### src/rtl/icache_line_fill_unit.sv
// Memory-side line fill for the pipelined icache: demand reads and next-line prefetches
// share one burst engine; demand has priority and may promote an in-flight prefetch.
module icache_line_fill_unit #(
    parameter int unsigned BEATS     = 4,
    parameter int unsigned BEAT_W    = 64,
    parameter bit          PF_ENABLE = 1'b1
) (
    input  logic                      clk,
    input  logic                      rst,
    input  logic [31:0]               dfp_addr,
    input  logic                      dfp_read,
    output logic [BEATS*BEAT_W-1:0]   dfp_rdata,
    output logic                      dfp_resp,
    input  logic                      pf_valid,
    input  logic [31:0]               pf_addr,
    output logic                      pf_resp,
    output logic [31:0]               pf_resp_addr,
    output logic [BEATS*BEAT_W-1:0]   pf_rdata,
    output logic [31:0]               mem_addr,
    output logic                      mem_read,
    input  logic                      mem_ready,
    input  logic [BEAT_W-1:0]         mem_rdata,
    input  logic                      mem_rvalid
);

    localparam int unsigned LINE_W = BEATS * BEAT_W;
    localparam int unsigned OFF_W  = $clog2(LINE_W / 8);
    localparam int unsigned TAG_W  = 32 - OFF_W;
    localparam int unsigned CNT_W  = (BEATS > 1) ? $clog2(BEATS) : 1;

    typedef enum logic [1:0] {
        IDLE,
        ISSUE,
        RECV,
        RESP
    } state_t;

    state_t             state, state_next;
    logic [TAG_W-1:0]   line;
    logic [TAG_W-1:0]   lp_line;
    logic               lp_valid;
    logic               req_is_pf;
    logic               promote;
    logic [CNT_W-1:0]   beat_cnt;
    logic [LINE_W-1:0]  line_buf;

    logic [TAG_W-1:0]   dfp_line;
    logic [TAG_W-1:0]   pf_line;
    logic               pf_take;
    logic               last_beat;
    logic               unused_addr_bits;

    assign dfp_line         = dfp_addr[31:OFF_W];
    assign pf_line          = pf_addr[31:OFF_W];
    assign unused_addr_bits = ^{dfp_addr[OFF_W-1:0], pf_addr[OFF_W-1:0]};
    // lp_line remembers the most recent prefetched or demanded line to suppress repeats
    assign pf_take   = PF_ENABLE && pf_valid && !(lp_valid && (lp_line == pf_line));
    assign last_beat = (beat_cnt == CNT_W'(BEATS - 1));

    always_comb begin
        state_next   = state;
        mem_read     = 1'b0;
        mem_addr     = '0;
        dfp_resp     = 1'b0;
        dfp_rdata    = '0;
        pf_resp      = 1'b0;
        pf_rdata     = '0;
        pf_resp_addr = '0;
        case (state)
            IDLE: begin
                if (dfp_read || pf_take) state_next = ISSUE;
            end
            ISSUE: begin
                mem_read = 1'b1;
                mem_addr = {line, {OFF_W{1'b0}}};
                if (mem_ready) state_next = RECV;
            end
            RECV: begin
                if (mem_rvalid && last_beat) state_next = RESP;
            end
            RESP: begin
                state_next = IDLE;
                // a promoted prefetch is answered on the demand port only
                if (!req_is_pf || promote) begin
                    dfp_resp  = 1'b1;
                    dfp_rdata = line_buf;
                end else begin
                    pf_resp      = 1'b1;
                    pf_rdata     = line_buf;
                    pf_resp_addr = {line, {OFF_W{1'b0}}};
                end
            end
            default: state_next = IDLE;
        endcase
    end

    always_ff @(posedge clk) begin
        if (rst) begin
            state     <= IDLE;
            line      <= '0;
            lp_line   <= '0;
            lp_valid  <= 1'b0;
            req_is_pf <= 1'b0;
            promote   <= 1'b0;
            beat_cnt  <= '0;
            line_buf  <= '0;
        end else begin
            state <= state_next;
            case (state)
                IDLE: begin
                    if (dfp_read) begin
                        line      <= dfp_line;
                        req_is_pf <= 1'b0;
                        promote   <= 1'b0;
                    end else if (pf_take) begin
                        line      <= pf_line;
                        req_is_pf <= 1'b1;
                        promote   <= 1'b0;
                        lp_line   <= pf_line;
                        lp_valid  <= 1'b1;
                    end
                end
                ISSUE, RECV: begin
                    if (req_is_pf && dfp_read && (dfp_line == line)) promote <= 1'b1;
                end
                RESP: begin
                    if (!req_is_pf || promote) begin
                        lp_line  <= line;
                        lp_valid <= 1'b1;
                    end
                    promote <= 1'b0;
                end
                default: ;
            endcase
            if ((state == RECV) && mem_rvalid) begin
                for (int unsigned b = 0; b < BEATS; b++) begin
                    if (beat_cnt == CNT_W'(b)) line_buf[b*BEAT_W +: BEAT_W] <= mem_rdata;
                end
                beat_cnt <= beat_cnt + CNT_W'(1);
            end
        end
    end

endmodule

### config.mk
export PLATFORM = sky130hd
export DESIGN_NAME = icache_line_fill_unit
export DESIGN_NICKNAME = d
export VERILOG_FILES = /design/src/rtl/icache_line_fill_unit.sv
export SDC_FILE = /design/constraint.sdc
export NUM_CORES = 1
export LEC_CHECK = 0
export ABC_AREA = 1
export CAP_MARGIN = 20
export CORE_AREA = 2 2 280 282
export DETAILED_ROUTE_END_ITERATION = 16
export DIE_AREA = 0 0 282 284
export PLACE_DENSITY = 0.43
export SYNTH_ARGS = -nofsm -noshare
export SYNTH_HDL_FRONTEND = slang
export SYNTH_SLANG_ARGS = --single-unit
### constraint.sdc
create_clock -name clk -period 2.6 [get_ports clk]
set_input_delay 0.39 -clock clk [delete_from_list [all_inputs] [get_ports clk]]
set_output_delay 0.39 -clock clk [all_outputs]
set_load 0.02 [all_outputs]
==> results by group <==
Pwr
  – Pwr/cell area: just under 700 nW/um^2
  – Switching part of the total: 35.2%
  – Cell internal pwr: between 10,000 and 15,000 uW
  – Clock Power Share: 35.6%
  – Combinational share of power: 28.9%
  – Total design power: about 16,000 uW
  – Sequential power share: between 30 and 40%
  – Leakage Power: roughly 0.011 uW
  – Sw power: roughly 5800 uW
  – Peak supply drop: 433 uV

Yosys
  – Mux share of post-synthesis cell area: less than 1%
  – Gate Count Post-Synth: 2,464
  – Post-synthesis cell type count: 34
  – Ys Warns: 0
  – Mapped cell area: roughly 16,000 um^2
  – XOR/XNOR share of the synthesized area: 0.660%
  – Largest family of logic cells by synthesized area: simple AND/OR/NAND/NOR gates
  – Synthesized area per cell: between 6 and 7 um^2
  – Post-synthesis register bit count: 317
  – Fraction of the mapped netlist area in simple logic gates: between 20% and 30%
  – Post-synthesis sequential area ratio: about two fifths
  – Synthesized-area fraction occupied by adder cells: 0.628%
  – Synth Area in Compound Gates: between 20% and 30%

Floorplan
  – Row cnt: around 100
  – Core Area: a little under 80,000 um^2
  – Die H: ~280 um
  – Starting Density: between 20 and 25%
  – Top Ports: roughly 710
  – Die width: 282 um
  – Die ar.: ~80,000 um^2

STA
  – RSZ-0062 raised after global routing: true
  – Worst-Margin Slew: 647 ps
  – Fmax: slightly below 0.4 GHz
  – Minimum clock period: roughly 2600 ps
  – Setup violators final: 0
  – Final period util: 98.2%
  – Fin. Hold Viols: 0
  – Rel. slew slack: ~57%
  – Setup WS post-layout: approximately 46 ps
  – Fin Setup TNS: 0 ps
  – Final Slew Violations: 0
  – Setup Skew: about 21 ps

Final layout
  – Commonest non-fill, non-tap cell in the layout: nor2_1
  – Share of layout cells above drive strength 1: a little under a quarter
  – Filler cell count: approximately 8,500
  – P&R area growth vs syn: 53.6%
  – Multi-input logic area: about 7500 um^2
  – Most frequent cells in the layout: nor2_1 (569), inv_1 (367), a21oi_1 (323)
  – Register area: between 6000 and 7000 um^2
  – Core Util, Final: 31.8%
  – # nets final: 3,245
  – Final std cells w/o fill: 4,180

Drt
  – Pre-antenna DRT Iters: 5
  – Avg WL per Cell: around 19 um
  – Via-per-instance ratio: approximately 4.3
  – Drc violations: 0
  – Drt total wl: just over 80,000 um
  – Iter 0 DRT Violations: ~1,100
  – Detailed-route via count: ~18,000
  – Number of nets with antenna violations after routing: 0

Placed design
  – Placed cell count: approximately 4,000
  – Pre-CTS setup slack: between 60 and 70 ps
  – IO Port Bufs: a little under 700
  – DP Wirelength: 59,000 um
  – Gpl congestion: about 0.85

Clock tree
  – H-tree depth: 2
  – Max Root-Sink Buffers: 3
  – Total CTS buffers: a little over 40
  – # clock sinks: 317
  – Clk root buf: clkbuf_16
  – Worst-Skew Late Latency: around 570 ps
  – Clk pin slew, worst setup/hold paths: approximately 60 ps
  – TritonCTS clock tree: built
  – Cts hold-fix bufs: 0

Setup path
  – Setup crit end kind: output pin
  – Critical-path top delay cell: dfxtp_4
  – CP cell instances: ha_4, inv_2, nor2_4, buf_6, buf_4, buf_12, inv_8, nor2_1, dlygate4sd2_1
  – CP Data Arrival Time: between 2000 and 2500 ps
  – Critical path type: reg2out
  – Worst setup SP type: register
  – Req. time, crit path: approximately 2200 ps
  – Worst-path fanout max: 18
  – Largest stage delay, worst path: approximately 360 ps

Global route
  – Initial antenna violation count: 8
  – Total track usage: 18.7%
  – Vias in the first global route: around 17,000
  – Largest net degree at the start of global routing: ~130
  – Congestion Overflow GR: 0
  – First-pass GRT wire length: around 110,000 um

Run status
  – Status: completed

Flow run
  – Max_cap viols: 0

Worst hold path
  – Hold crit path type: in2reg
[cell usage after synthesis]
cell       number  area (um^2)
nor2_1        602         2260
inv_1         369         1390
a21oi_1       323         1620
dfxtp_1       317         6350
o21ai_0       286         1430
nand2_1       207          777
clkbuf_1      161          604
nand3_1        39          195
nand2_2        22          138
nand3_2        21          210
a21oi_2        20          175
buf_4          12         90.1
inv_2           9         33.8
xor2_1          9         78.8
ha_1            8          100
buf_2           7         35.0
nor3_1          6         30.0
buf_12          5          100
nor2_2          5         31.3
o2111ai_1       5         43.8
buf_1           4         15.0
buf_6           4         45.0
mux2i_1         3         30.0
nand2_4         3         33.8
o22ai_1         3         18.8
xnor2_1         3         26.3
clkinv_1        2         7.51
o221ai_1        2         17.5
or2_2           2         12.5
a22o_1          1         8.76
conb_1          1         3.75
nand2_8         1         20.0
o21ai_1         1         5.00
or2_0           1         6.26
[worst max-delay path: cells and delay by family (launching register included)]
kind,cells,cell delay [ps]
adders and majority gates,1,160
DFF,1,360
buffers and inverters,6,960
and+or+nand+nor,2,90
[cell type report]
type	instances	area share, %
clock inverter	12	0.880
antenna	7	0.0716
sequential	317	26.0
timing repair buffer	779	26.2
timing repair inverter	1	0.0460
clock buffer	61	4.83
tap	1040	5.32
multi-input combinational	1583	30.7
inverter	380	5.97
[kinds of logic after synthesis]
kind of cell	Yosys count
flip-flops	317
AND/OR/NAND/NOR	909
other	1
XOR/XNOR	12
adder cells (fa/ha/maj)	8
multiplexers	3
AO/OA/AOI/OAI	641
buffers and inverters	573
[metrics by stage]
step | hold WS (ps) | area (um^2)
5_1_grt | 279 | 24500
3_5_place_dp | 475 | 24000
3_3_place_gp | 463 | 24000
6_report | 272 | 24500
2_1_floorplan | 436 | 16000
4_1_cts | 242 | 24900
[sequential cells by signal, indices dropped and copies added (netlist names)]
| register | count |
|---|---|
| line_buf | 256 |
| promote | 1 |
| state | 2 |
| beat_cnt | 2 |
| lp_line | 27 |
| lp_valid | 1 |
| line | 27 |
| req_is_pf | 1 |
[layer usage]
metal  global-route usage (%)  up-vias  wire length (um)
met5                        0        -                 0
met4                     6.62        0              2460
met3                     3.68       99              4730
met2                     31.8      526             39200
met1                     23.2     8424             34300
li1                         -     8912                 -
[power groups by stage]
stage / clock [uW] / combinational (uW) / sequential, uW
after floorplan: 0 / 3020 / 5820
after CTS: 6080 / 4530 / 5840
final: 5870 / 4770 / 5860
after detailed placement: 0 / 4500 / 5940
after global routing: 6270 / 5260 / 5930
after global placement: 0 / 4440 / 5930
[worst paths after layout]
check           start            end  slack (ps)  depth (start not counted)
max          state[1]  pf_rdata[138]          50                          9
min               rst  line_buf[187]         270                          4
max reg2reg  state[1]  line_buf[118]         500                          8
min reg2reg  lp_valid       lp_valid         480                          2
[what timing repair did]
action,CTS,global route
hold endpoints to repair,0,0
cloned,1,10
endpoints found under the setup margin,568,558
resized for setup,522,1361
setup buffers,0,22
pin swaps,0,2
(Power assumes the default switching activity.)
